File: config.mk
export PLATFORM = sky130hd
export DESIGN_NAME = adsr_envelope
export DESIGN_NICKNAME = d
export VERILOG_FILES = /design/src/rtl/adsr_envelope.sv
export SDC_FILE = /design/constraint.sdc
export NUM_CORES = 1
export LEC_CHECK = 0
export ABC_CLOCK_PERIOD_IN_PS = 6360
export CORE_MARGIN = 8
export CORE_UTILIZATION = 29
export CTS_BUF_LIST = sky130_fd_sc_hd__clkbuf_8
export CTS_CLUSTER_SIZE = 10
export DETAILED_ROUTE_END_ITERATION = 16
export PLACE_DENSITY = 0.44
export SETUP_SLACK_MARGIN = 0.05
export SLEW_MARGIN = 20
export SYNTH_ARGS = -nofsm -noshare
export SYNTH_HDL_FRONTEND = slang
export SYNTH_SLANG_ARGS = --single-unit
File: constraint.sdc
create_clock -name i_clk -period 6.36 [get_ports i_clk]
set_input_delay 0.954 -clock i_clk [delete_from_list [all_inputs] [get_ports i_clk]]
set_output_delay 0.954 -clock i_clk [all_outputs]
set_load 0.02 [all_outputs]
File: src/rtl/adsr_envelope.sv
// ADSR envelope generator with signed amplitude scaling of the oscillator sample.
// Build option: define ADSR_EXP_RELEASE_EN for an exponential-style release.
module adsr_envelope #(
  parameter int DATA_W = 16,
  parameter int ENV_W  = 16
) (
  input  logic              i_clk,
  input  logic              i_rst_n,
  input  logic              i_sample_en,
  input  logic [DATA_W-1:0] i_data,
  input  logic              i_gate,
  input  logic [ENV_W-1:0]  i_attack_rate,
  input  logic [ENV_W-1:0]  i_decay_rate,
  input  logic [ENV_W-1:0]  i_sustain,
  input  logic [ENV_W-1:0]  i_release_rate,
  output logic [DATA_W-1:0] o_data,
  output logic              o_valid,
  output logic [ENV_W-1:0]  o_env,
  output logic              o_busy
);

  typedef enum logic [2:0] {
    S_IDLE,
    S_ATTACK,
    S_DECAY,
    S_SUSTAIN,
    S_RELEASE
  } state_e;

  localparam int PROD_W = DATA_W + ENV_W + 1;
  localparam logic [ENV_W-1:0] ENV_MAX = '1;

  state_e state_q, state_d;
  logic [ENV_W-1:0] env_q, env_d;
  logic gate_q, gate_d;
  logic [DATA_W-1:0] data_q, data_d;
  logic valid_q, valid_d;
  logic busy_q, busy_d;

  logic rise, fall;
  logic [ENV_W:0] att_sum;
  logic signed [ENV_W:0] dec_diff;
  logic rel_done;
  logic [ENV_W-1:0] rel_next;

  logic [PROD_W-1:0] data_x, env_x;
  logic signed [PROD_W-1:0] prod, prod_sh;
  logic [PROD_W-DATA_W-1:0] unused_prod_hi;

  // Scale by the level held before this strobe's update.
  always_comb begin
    data_x = {{(ENV_W+1){i_data[DATA_W-1]}}, i_data};
    env_x = {{DATA_W{1'b0}}, env_q};
    prod = $signed(data_x) * $signed(env_x);
    prod_sh = prod >>> ENV_W;
    unused_prod_hi = prod_sh[PROD_W-1:DATA_W];
  end

`ifdef ADSR_EXP_RELEASE_EN
  localparam logic [ENV_W:0] STEP_ONE = 1;
  logic [2*ENV_W-1:0] rel_prod;
  logic [ENV_W:0] rel_step;
  logic [ENV_W-1:0] unused_rel_lo;

  always_comb begin
    rel_prod = {{ENV_W{1'b0}}, env_q}
             * {{ENV_W{1'b0}}, i_release_rate};
    rel_step = {1'b0, rel_prod[2*ENV_W-1:ENV_W]} + STEP_ONE;
    unused_rel_lo = rel_prod[ENV_W-1:0];
    rel_done = rel_step >= {1'b0, env_q};
    rel_next = env_q - rel_step[ENV_W-1:0];
  end
`else
  always_comb begin
    rel_done = env_q <= i_release_rate;
    rel_next = env_q - i_release_rate;
  end
`endif

  always_comb begin
    state_d = state_q;
    env_d = env_q;
    gate_d = gate_q;
    data_d = data_q;
    valid_d = 1'b0;
    rise = i_gate & ~gate_q;
    fall = ~i_gate & gate_q;
    att_sum = {1'b0, env_q} + {1'b0, i_attack_rate};
    dec_diff = $signed({1'b0, env_q}) - $signed({1'b0, i_decay_rate});
    if (i_sample_en) begin
      gate_d = i_gate;
      valid_d = 1'b1;
      data_d = prod_sh[DATA_W-1:0];
      unique case (state_q)
        S_IDLE: begin
          if (rise) state_d = S_ATTACK;
        end
        S_ATTACK: begin
          if (fall) begin
            state_d = S_RELEASE;
          end else if (att_sum >= {1'b0, ENV_MAX}) begin
            env_d = ENV_MAX;
            state_d = S_DECAY;
          end else begin
            env_d = att_sum[ENV_W-1:0];
          end
        end
        S_DECAY: begin
          if (fall) begin
            state_d = S_RELEASE;
          end else if (dec_diff <= $signed({1'b0, i_sustain})) begin
            env_d = i_sustain;
            state_d = S_SUSTAIN;
          end else begin
            env_d = dec_diff[ENV_W-1:0];
          end
        end
        S_SUSTAIN: begin
          if (fall) state_d = S_RELEASE;
          else env_d = i_sustain;
        end
        S_RELEASE: begin
          // Re-trigger resumes attack from the current level.
          if (rise) begin
            state_d = S_ATTACK;
          end else if (rel_done) begin
            env_d = '0;
            state_d = S_IDLE;
          end else begin
            env_d = rel_next;
          end
        end
        default: begin
          state_d = S_IDLE;
          env_d = '0;
        end
      endcase
    end
    busy_d = state_d != S_IDLE;
  end

  always_ff @(posedge i_clk) begin
    if (!i_rst_n) begin
      state_q <= S_IDLE;
      env_q <= '0;
      gate_q <= 1'b0;
      data_q <= '0;
      valid_q <= 1'b0;
      busy_q <= 1'b0;
    end else begin
      state_q <= state_d;
      env_q <= env_d;
      gate_q <= gate_d;
      data_q <= data_d;
      valid_q <= valid_d;
      busy_q <= busy_d;
    end
  end

  assign o_data = data_q;
  assign o_valid = valid_q;
  assign o_env = env_q;
  assign o_busy = busy_q;

endmodule

* Yosys cells after proc, flatten, opt, wreduce, memory -nomap -nowiden
Index checks and enable logic that the tools add are counted.
Word-level totals: register bits 38, input bits 84, output and inout bits 34, word-level logic and storage cells 48
Operators by class: $add $sub $neg 3, multiply operators 1, $lt $le $gt $ge 3, eq/ne operators 8, muxes and demuxes 19, bitwise gates (word level) 5, reductions and logical operators 3
Operators with widths (number):
- $mux 16 | 7
- $pmux 16 s5 | 1
- $mul 16x17->32 | 1
- $mux 3 | 9
- $add 16x16->17 | 1
- $ge 17x16->1 const B | 1
- $le 17x17->1 | 1
- $sub 16x16->17 | 1
- $le 16x16->1 | 1
- $sub 16x16->16 | 1
- $pmux 3 s5 | 1
- $ne 2x2->1 const B | 4
- $eq 3x2->1 const B | 2
- $reduce_and 6->1 | 1
- $eq 3x1->1 const B | 1
- $eq 3x3->1 const B | 1
- $logic_not 3->1 | 1
- $not 1->1 | 3
- $reduce_bool 3->1 | 1
- $and 1x1->1 | 2
- $mux 1 | 1

* Depth between registers and ports, before layout
depth after elaboration 7, depth in mapped cells 24, mapped depth without buffers 23

* Worst setup path after synthesis
No wires, ideal clock.
path kind input port to flip-flop, start point input port i_data[15], end point register data_q[15], in the netlist o_data[15], setup time 0.133 ns, arrival 6.288 ns, required time 6.227 ns, setup slack -0.062 ns, stages on the path 23, path buffers 1, cell sequence clkbuf_1 -> clkinv_1 -> nor2_1 -> fa_1 -> inv_1 -> fa_1 -> fa_1 -> fa_1 -> inv_1 -> fa_1 -> inv_1 -> fa_1 -> inv_1 -> ha_1 -> a21o_1 -> a21o_1 -> a21oi_1 -> o2111ai_1 -> a31oi_1 -> o2111ai_1 -> a21oi_1 -> xnor2_1 -> a21oi_1
Between the ends: cells in the longest elaborated chain, start to end 1
RTL lines:
- from (decl) | RTL line 10 | input logic [DATA_W-1:0] i_data,
- $mul 16x17->32 | RTL line 54 | prod = $signed(data_x) * $signed(env_x);
- to (signal assigned) | RTL line 154 | data_q <= data_d;
- to (decl) | RTL line 36 | logic [DATA_W-1:0] data_q, data_d;
Every way passes these cells. A chain may end at the register's enable or synchronous reset.

* Worst setup path in the final report
start point input port i_data[1], end point register data_q[15], in the netlist o_data[15]
The elaborated chain is that of the path after synthesis.

==> flow_summary.toml <==
[run_status]
status = "complete, no violations"

[place]
place_congestion = 0.867
place_area_sq_mm = 0.0156
place_hpwl_um = 34200
io_buffers = 117
pre_cts_slack_ps = -1040
place_inst = 2335

[critical_path]
reg2reg_depth = 25
cp_slowest_cell = "fa_1"
path_class = "in2reg"
crit_path_frequent_cell = "fa_1"
critPathLaunchType = "input port"
critPathMaxFanout = 3
critPathMaxStageDelay_ps = 530
cp.arrival_ps = 6460
crit_required_ps = 6570
end_kind = "register"

[clock_network]
numCtsBuffers = 5
cts_htree_levels = 2
clk_latency_ps = 330
clkTransAtPathRegs_ps = 80
hold_buffers = 0
cts.sinks = 38
cts-root-buf = "clkbuf_8"
clk_path_buf_depth = 2
tritoncts = "done"

[yosys]
synth-edff-count = 0
synthArstFlopShare_pct = 0
synth_seq_cells = 38
syn-cell-area_sq_mm = 0.0129
synth-main-ff-cell = "dfxtp_1"
synth_seq_area_share_pct = 5.88
syn-num-nets = 2021
yosys_warnings = 0
syn_inst = 1563
postSynthAreaPerCell_sq_um = 8.28
yosysUniqueCellTypes = 71

[grt]
grt_pass1_vias = 12100
antenna_found_initial = 0
grt-ovfl-total = 0
grtUsageTotal_pct = 16.3
grt_max_degree = 31
grt_pass1_wl_um = 66100

[floorplan]
initial_core_util_pct = 29.3
core-area_sq_mm = 0.0441
die-area_sq_mm = 0.0516
ioPinCount = 118
num_rows = 77
die_y_um = 227
die_w_um = 227

[final_layout]
n_antenna_cell = 0
layout.cells.most_common = "inv_1"
stdcell_count = 2357
layout.nets = 2222
syn2layout_area_growth_pct = 25.7
drive_above_1_share_pct = 13.4
final_area_sq_mm = 0.0163
fin_util_pct = 36.9
final_cell_mix = "inv_1 (308), fa_1 (187), ha_1 (169), nand2_1 (157), and2_1 (107)"

[hold_path]
hp-class = "reg2reg"
whs_path_depth = 2

[drt]
wire_per_inst_um = 17.3
dr_total_vias = 11300
drt_wl_total_um = 40700
avgViaCountPerCell = 4.77
ant_nets = 0
drt_first_pass_iters = 5
drt_iter0_drc = 552
drc = 0

[pwr]
total_power_mw = 1.01
p_leak_nw = 7.95
power_density_mw_per_mm2 = 62.3
peakVddDrop_mv = 0.0598

[timing]
fmax_ghz = 0.160
min_period_ps = 6260
hold_viol = 0
finalSetupTns_ps = 0
final.setup_skew_ps = 10.2
min_period_over_period_pct = 98.4
fin_ws_ps = 104
slew_viol_final = 0
whs_ps = 483
worst_pin_slew_ps = 896
slew_headroom_pct = 40.0
rsz0062_at_grt = "yes"
setup_violations = 0

[flow_run]
drv_cap = 0
-- area by class of cell --
type / count / area (sq um)
Fill cell: 4692 / 27900
Multi-Input combinational cell: 1146 / 11100
Timing Repair Buffer: 246 / 2290
Inverter: 327 / 1230
Sequential cell: 38 / 761
Tap cell: 592 / 741
Clock buffer: 6 / 82.6
Clock inverter: 2 / 60.1
-- registers in the layout, summed over array words and instances, names as in the netlist --
| signal | flops |
|---|---|
| gate_q | 1 |
| state_q | 3 |
| o_busy | 1 |
| o_data | 16 |
| o_valid | 1 |
| o_env | 16 |
-- cells by family after synthesis --
family	after synthesis	synth area share, %
xor+xnor	46	3.11
mux	11	0.880
compound gates	262	13.4
buf+inv	379	11.1
flops	38	5.88
simple gates	453	18.1
fa+ha+maj	374	47.5
-- worst max-delay path, delay by kind of cell --
kind            cells  cell delay (ps)
fa+ha+maj           7             3310
compound gates      7             1010
xor+xnor            1              140
buf+inv            10              890
simple gates        2              120
-- repair_timing --
item | 4_1_cts | 5_1_grt
setup endpoints to repair | 16 | 14
gates resized for setup | 115 | 58
setup buffers | 8 | 6
cloned | 4 | 0
pin swaps | 57 | 41
-- report_power, final --
part / leakage (nW) / switching (mW) / internal (mW)
Combinational: 7.57 / 0.256 / 0.233
Clock: 0.0714 / 0.103 / 0.167
Sequential: 0.310 / 0.00695 / 0.248
-- per-layer routing --
metal	track usage, %	vias up	routed length [um]
li1	-	5453	-
met1	21.2	5552	18800
met2	28.3	207	19500
met3	2.06	41	1530
met4	4.10	0	839
met5	0	-	0
-- worst paths after layout --
| check | startpoint | slack, ps | endpoint |
|---|---|---|---|
| min | o_data[12] | 480 | o_data[12] |
| min reg2reg | o_data[12] | 480 | o_data[12] |
| max reg2reg | o_env[6] | 210 | o_data[15] |
| max | i_data[1] | 100 | o_data[15] |
-- cell usage after synthesis, types with 6 or more instances --
cell,instances,area (sq um)
a222oi_1,9,90.1
nand4_1,16,100
a31oi_1,22,138
o31a_1,9,78.8
nand2b_1,14,87.6
ha_1,178,2230
a21oi_1,54,270
a21o_1,22,165
nor2_1,44,165
mux2i_1,8,80.1
o21ai_0,63,315
nor3_1,20,100
fa_1,196,3920
clkbuf_1,48,180
and3_1,6,37.5
xnor2_1,33,289
nand2_1,162,608
xor2_1,13,114
inv_1,324,1220
o21bai_1,6,45.0
o21a_1,16,120
dfxtp_1,38,761
nor2b_1,21,131
a211oi_1,8,60.1
nand3_1,21,105
and2_1,119,744
Power figures use the tool's default switching activity.
